**src/rtl/reg_file_rd.sv**
```systemverilog
// Integer register file, read side: 32 x XLEN storage, two registered read
// ports, one write-back port and a per-register pending-write scoreboard that
// stalls decode while a source operand is still in flight.
// Optional feature: define RF_WRITE_BYPASS_EN to forward same-cycle write-back
// data to the read ports and release the stall in the write-back cycle.
module reg_file_rd #(
    parameter int unsigned XLEN = 32
) (
    input  logic            clk,
    input  logic            rst_n,
    input  logic            rd_en,
    input  logic [4:0]      rs1_addr,
    input  logic [4:0]      rs2_addr,
    output logic [XLEN-1:0] rs1_data,
    output logic [XLEN-1:0] rs2_data,
    output logic            rd_valid,
    output logic            stall,
    input  logic            sb_set,
    input  logic [4:0]      sb_addr,
    input  logic            wr_en,
    input  logic [4:0]      wr_addr,
    input  logic [XLEN-1:0] wr_data
);

    localparam int unsigned NREG = 32;

    logic [XLEN-1:0] regs_q [NREG];
    logic [XLEN-1:0] regs_d [NREG];
    logic [NREG-1:0] busy_q;
    logic [NREG-1:0] busy_d;
    logic [XLEN-1:0] rs1_data_q;
    logic [XLEN-1:0] rs1_data_d;
    logic [XLEN-1:0] rs2_data_q;
    logic [XLEN-1:0] rs2_data_d;
    logic            rd_valid_q;
    logic            rd_valid_d;

    logic            wr_hit;
    logic [XLEN-1:0] op1;
    logic [XLEN-1:0] op2;
    logic            accept;

    assign wr_hit = wr_en && (wr_addr != 5'd0);

    // Storage and scoreboard update; a same-cycle set beats the write-back clear
    always_comb begin
        regs_d = regs_q;
        busy_d = busy_q;
        if (wr_hit) begin
            regs_d[wr_addr] = wr_data;
            busy_d[wr_addr] = 1'b0;
        end
        if (sb_set && (sb_addr != 5'd0)) begin
            busy_d[sb_addr] = 1'b1;
        end
        regs_d[0] = '0;
        busy_d[0] = 1'b0;
    end

    // Operand selection and stall; looks only at current busy, never at sb_set
    always_comb begin
        op1   = regs_q[rs1_addr];
        op2   = regs_q[rs2_addr];
        stall = 1'b0;
`ifdef RF_WRITE_BYPASS_EN
        if (wr_hit && (wr_addr == rs1_addr)) begin
            op1 = wr_data;
        end
        if (wr_hit && (wr_addr == rs2_addr)) begin
            op2 = wr_data;
        end
        stall = rd_en &&
                ((busy_q[rs1_addr] && !(wr_en && (wr_addr == rs1_addr))) ||
                 (busy_q[rs2_addr] && !(wr_en && (wr_addr == rs2_addr))));
`else
        stall = rd_en && (busy_q[rs1_addr] || busy_q[rs2_addr]);
`endif
    end

    assign accept = rd_en && !stall;

    // Read port next state: load on accept, otherwise hold data and drop valid
    always_comb begin
        rs1_data_d = rs1_data_q;
        rs2_data_d = rs2_data_q;
        rd_valid_d = accept;
        if (accept) begin
            rs1_data_d = op1;
            rs2_data_d = op2;
        end
    end

    // State registers; reset drops all contents and pending busy bits
    always_ff @(posedge clk or negedge rst_n) begin
        if (!rst_n) begin
            for (int i = 0; i < int'(NREG); i++) begin
                regs_q[i] <= '0;
            end
            busy_q     <= '0;
            rs1_data_q <= '0;
            rs2_data_q <= '0;
            rd_valid_q <= 1'b0;
        end else begin
            regs_q     <= regs_d;
            busy_q     <= busy_d;
            rs1_data_q <= rs1_data_d;
            rs2_data_q <= rs2_data_d;
            rd_valid_q <= rd_valid_d;
        end
    end

    assign rs1_data = rs1_data_q;
    assign rs2_data = rs2_data_q;
    assign rd_valid = rd_valid_q;

endmodule

```
**config.mk**
```make
export PLATFORM = sky130hd
export DESIGN_NAME = reg_file_rd
export DESIGN_NICKNAME = d
export VERILOG_FILES = /design/src/rtl/reg_file_rd.sv
export SDC_FILE = /design/constraint.sdc
export NUM_CORES = 2
export LEC_CHECK = 0
export BUFFER_PORTS_ARGS = -buffer_cell sky130_fd_sc_hd__buf_2
export CAP_MARGIN = 20
export CORE_ASPECT_RATIO = 1.25
export CORE_UTILIZATION = 46
export CTS_CLUSTER_DIAMETER = 100
export DETAILED_ROUTE_END_ITERATION = 7
export SETUP_SLACK_MARGIN = 0.2
export SYNTH_ARGS = -nofsm -noshare
export SYNTH_HDL_FRONTEND = slang
export SYNTH_SLANG_ARGS = --single-unit
export TNS_END_PERCENT = 10
```
**constraint.sdc**
```tcl
create_clock -name clk -period 2.76 [get_ports clk]
set_clock_uncertainty 0.05 [all_clocks]
set_input_delay 0.414 -clock clk [delete_from_list [all_inputs] [get_ports clk]]
set_output_delay 0.414 -clock clk [all_outputs]
set_load 0.05 [all_outputs]
```
[Word level (Yosys, flattened, before mapping)]
Cells that the tools add are included.
Storage, ports and cells
  word-level logic and storage cells: 81
  input port bits: 57
  memories: 0
  output and inout port bits: 66
  register bits after elaboration: 1088
  memory bits (writable): 0
  ROM bits: 0
  bits in latches: 0
Cells by class
  multiplexer cells: 19
  order comparisons: 10
  reduce and logical (&&, ||, !) cells: 11
  $add $sub $neg: 0
  divide/modulo/power cells: 0
  multipliers: 0
  bitwise gates (word level): 6
  equal/unequal tests: 0
  shift operators: 0
Operators by type and width (count)
  $bwmux W1024: 1
  $bmux W32 S5: 2
  $mux W32: 7
  $demux W32 S5: 1
  $and A32 B32 Y32: 1
  $not A32 Y32: 1
  $or A32 B32 Y32: 1
  $lt A5 B6 Y1 const B: 4
  $ge A6 B6 Y1 const B: 3
  $not A5 Y6: 3
  $bmux W1 S5: 2
  $demux W1 S5: 2
  $ge A5 B1 Y1 const B: 2
  $reduce_bool A5 Y1: 2
  $logic_and A1 B1 Y1: 7
  $lt A6 B1 Y1 const B: 1
  $mux W1: 4
  $logic_not A1 Y1: 1
  $logic_or A1 B1 Y1: 1

[Depth between registers and ports, before layout]
  depth in word-level cells: 9
  depth in mapped cells: 11
  depth with buffers taken out: 6

[Worst setup path after synthesis]
OpenSTA, ideal clock, no wires.
  kind: in2out
  start point: input port rs2_addr[0]
  end point: output port stall
  path buffers: 2
  data arrival time: 2.328 ns
  setup slack: -0.032 ns
  data required time: 2.296 ns
  stages: 7
  path through: buf_2 buf_2 mux4_2 mux2i_1 nor3b_1 nor3_1 a31oi_1
Between the ends
  longest elaborated chain between the ends: 4
Ends and longest elaborated chain
  start: declaration: RTL line 13  | input logic [4:0] rs2_addr,
  $bmux W1 S5: RTL line 76  | stall = rd_en && (busy_q[rs1_addr] || busy_q[rs2_addr]);
  $mux W1 (implied by the code): RTL line 76
  $logic_or A1 B1 Y1: RTL line 76
  $logic_and A1 B1 Y1: RTL line 76
  end: declaration: RTL line 17  | output logic stall,
No other way between the ends. The select of a mux whose other input is x is not followed.

[Worst setup path after layout]
  start point: register busy_q[26]
  end point: output port stall
Between the ends
  longest elaborated chain between the ends: 4
  elaborated cells between the ends (all ways): 6
  classes of those cells: mux (4); reduce/logical (2)
Ends and longest elaborated chain
  start: declaration: RTL line 29  | logic [NREG-1:0] busy_q;
  start signal: assignment: RTL line 105  | busy_q <= busy_d;
  $bmux W1 S5: RTL line 76
  $mux W1 (implied by the code): RTL line 76
  $logic_or A1 B1 Y1 *: RTL line 76
  $logic_and A1 B1 Y1 *: RTL line 76
Every way passes the cells marked *; elsewhere a longest branch is shown, timed or not. The select of a mux whose other input is x is not followed.

==> run summary <==
Post-synthesis mux area share: 46.8%
Largest net degree at the start of global routing: 125
Die height: 395 um
DRC viols: 0
Largest cells by area after synthesis: dfrtp_1 48%, mux4_2 23%, mux2_2 23%, clkbuf_1 1.4%, a22o_1 0.69%
RePlAce Congestion: 0.877
Register area share after synthesis: 47.8%
Share of the synthesized area in the top cell type: 47.8%
Crit path capture type: output pin
Fin. Hold Viols: 0
Input/output buffers: 122
Hold crit path type: in -> reg
Sw frac: 28.8%
List of most frequent post-synthesis cells: 1157 x mux2_2, 1088 x dfrtp_1, 587 x mux4_2, 208 x clkbuf_1, 66 x buf_2
Setup violations, final: 1
Fin Setup TNS: -0.247 ns
DRT Wirelength: 177 mm
Compound-Gate Fraction of Synth Area: 1.37%
Final Cycle Share: 109%
Setup CP Type: reg -> out
Final Critical Period: 3.01 ns
Synth Area in Adders: 0%
Netlist cell types: 37
Synthesis warning total: 0
Final core utilization: 53.7%
Synth area leader: dfrtp_1
Core area: 122000 um2
RSZ-0062 raised after global routing: yes
Setup WS pre-CTS: -0.0563 ns
Clock tree root driver cell: clkbuf_16
Pwr/cell area: 753 nW/um2
Clk_lat worst skew: 0.74 ns
Main combinational cell family by area after synthesis: multiplexers
Critical Path AT: 2.54 ns
Via density: 6.55
Gate Count Post-Synth: 3486
Fmax: 333 MHz
Psw: 14200 uW
CP max FO: 3
Clock tree buffer depth: 3
Layout cells sized above 1: 62.8%
Via count: 34.7k
Die area: 125000 um2
Tot GR Track Use: 28.7%
Die width: 317 um
Worst setup SP type: flip-flop
CTS H-tree lvls: 3
Failing checks: negative setup slack
Iteration-0 DRC Markers: 2791
CTS tree: built
Fin worst setup slack: -0.247 ns
XOR/XNOR share of the synthesized area: 0%
Post-detail-place hpwl: 106 mm
ANT nets after route: 0
Worst slew pin tran: 0.910 ns
I/O pin cnt: 123
Global-route wire length before repair: 261 mm
Worst VDD drop: 0.480 mV
Slew Limit Fails: 0
Most common cell in the netlist: mux2_2
Asr flop ratio synth: 100%
Routed WL per cell: 33.4 um
Initial Util: 46.6%
CTS buffer count: 115
Cell Int Power: 35200 uW
Worst EP required: 2.30 ns
Slew HR: 39.2%
NumNets Final: 3669
Post-synth EDFFs: 0
# fillers: 9663
Clock share of power: 31.6%
Synth Net Count: 3543
Row count: 143
Combinational share of power: 24.1%
Initial antenna violation count: 10
Clk sink count: 1088
Sequential share of power: 44.3%
Simple-gate portion of the synthesized area: 1.05%
Grt total ovfl: 0
Register bit total from synthesis: 1088
Most used DFF post-synth: dfrtp_1
Syn_area_per_cell: 16.3 um2
DRT Pass-1 Iters: 5
Max-Cap Viols: 0
Mapped cell area: 56900 um2
Static leakage: 0.0285 uW
Worst-path clk slew: 0.06 ns
Vias in the first global route: 37.2k
Layout area overhead: 15.3%
Status: finished, violations left
==> worst max-delay path: stages, from the launching register on <==
cell      delay (ns)
dfrtp_1         0.42
mux4_2          0.46
mux2i_1         0.16
nor2_1          0.10
a211oi_2        0.25
buf_4           0.17
a31oi_4         0.08
buf_6           0.17
==> power by group through the flow <==
stage | clock network (uW) | registers, uW | logic (uW)
3_3_place_gp | 0 | 21800 | 11300
5_1_grt | 16600 | 22300 | 12600
4_1_cts | 15900 | 21800 | 11700
2_1_floorplan | 0 | 22300 | 7610
6_report | 15600 | 21900 | 11900
3_5_place_dp | 0 | 22100 | 11600
==> cells in the final DEF (no fill, tap or decap), types with 3 or more instances in the layout <==
cell type,netlist,layout
buf_6,6,6
nor3_1,5,5
nand3_1,5,5
nand2_1,56,40
inv_1,10,9
buf_12,0,121
o21ai_0,53,52
nor2b_1,5,3
clkbuf_8,0,14
dlygate4sd3_1,0,5
nor2_1,19,7
o22ai_1,7,7
and3_1,4,3
buf_8,0,5
clkinv_2,0,25
clkbuf_16,0,121
bufinv_16,0,10
buf_16,0,3
nand3b_1,9,9
mux2_4,0,49
buf_2,66,112
a22o_1,45,45
clkbuf_1,208,33
nand2b_1,3,3
mux2i_1,38,38
nand2_4,0,5
buf_4,31,121
dfrtp_1,1088,1088
nand2_2,0,11
diode_2,0,4
mux4_2,587,587
nor3b_1,8,6
mux2_2,1157,1108
nor2_4,0,12
==> logic make-up (layout without fill, tap and decap cells) <==
group / Yosys count / in the layout
other cells: 0 / 4
compound gates: 114 / 114
flops: 1088 / 1088
buf+inv: 378 / 589
simple gates: 123 / 123
mux: 1783 / 1783
==> repair_timing <==
| action | CTS | global route |
|---|---|---|
| cloned | 0 | 4 |
| gates resized for setup | 3 | 56 |
| buffers inserted | 0 | 1 |
| endpoints found under the setup margin | 1 | 56 |
| pin swaps | 2 | 2 |
| endpoints found under the hold margin | 186 | 0 |
| hold buffers | 5 | 0 |
==> flip-flops by register name, summed over array words and instances (netlist names) <==
register and count:
busy_q 31, rd_valid 1, regs_q 992, rs1_data 32, rs2_data 32
==> path summary, 6_finish.rpt <==
path	from	end	slack (ns)	cells after the start
hold reg to reg	rs1_data[22]	rs1_data[22]	0.46	1
hold / removal	sb_addr[3]	busy_q[29]	0.08	3
min in group asynchronous	rst_n	regs_q[95]	0.15	2
max in group asynchronous	rst_n	regs_q[931]	1.45	4
setup / recovery	busy_q[26]	stall	-0.25	7
setup reg to reg	busy_q[26]	rs2_data[17]	0.14	9
==> layout make-up <==
| class | count | area (um2) | share of cell area, % |
|---|---|---|---|
| clock buffer | 164 | 3240 | 4.94 |
| tap | 1595 | 2000 | 3.04 |
| sequential | 1088 | 27200 | 41.5 |
| timing repair buffer | 377 | 4270 | 6.50 |
| inverter | 10 | 37.5 | 0.0572 |
| multi-input combinational | 2020 | 28400 | 43.3 |
| clock inverter | 38 | 454 | 0.692 |
| antenna | 4 | 10.0 | 0.0153 |
==> through the flow <==
step | total power, uW | instance area (um2) | cells | hold WS (ns)
floorplan | 29900 | 56900 | 3486 | 0.0684
global placement | 33100 | 61500 | 5080 | 0.292
detailed placement | 33700 | 61500 | 5080 | 0.290
CTS | 49400 | 65300 | 5287 | 0.0146
global route | 51500 | 65600 | 5294 | 0.0612
finish | 49400 | 65600 | 5296 | 0.0848
==> metal layers <==
layer,global-route usage (%),share of wire (%),up-vias
li1,-,-,13900
met1,39.8,42,19300
met2,45.7,49,1245
met3,5.85,6.5,293
met4,8.87,2.9,4
met5,0,0.015,-
No activity file was read; power rests on OpenSTA's default activity.
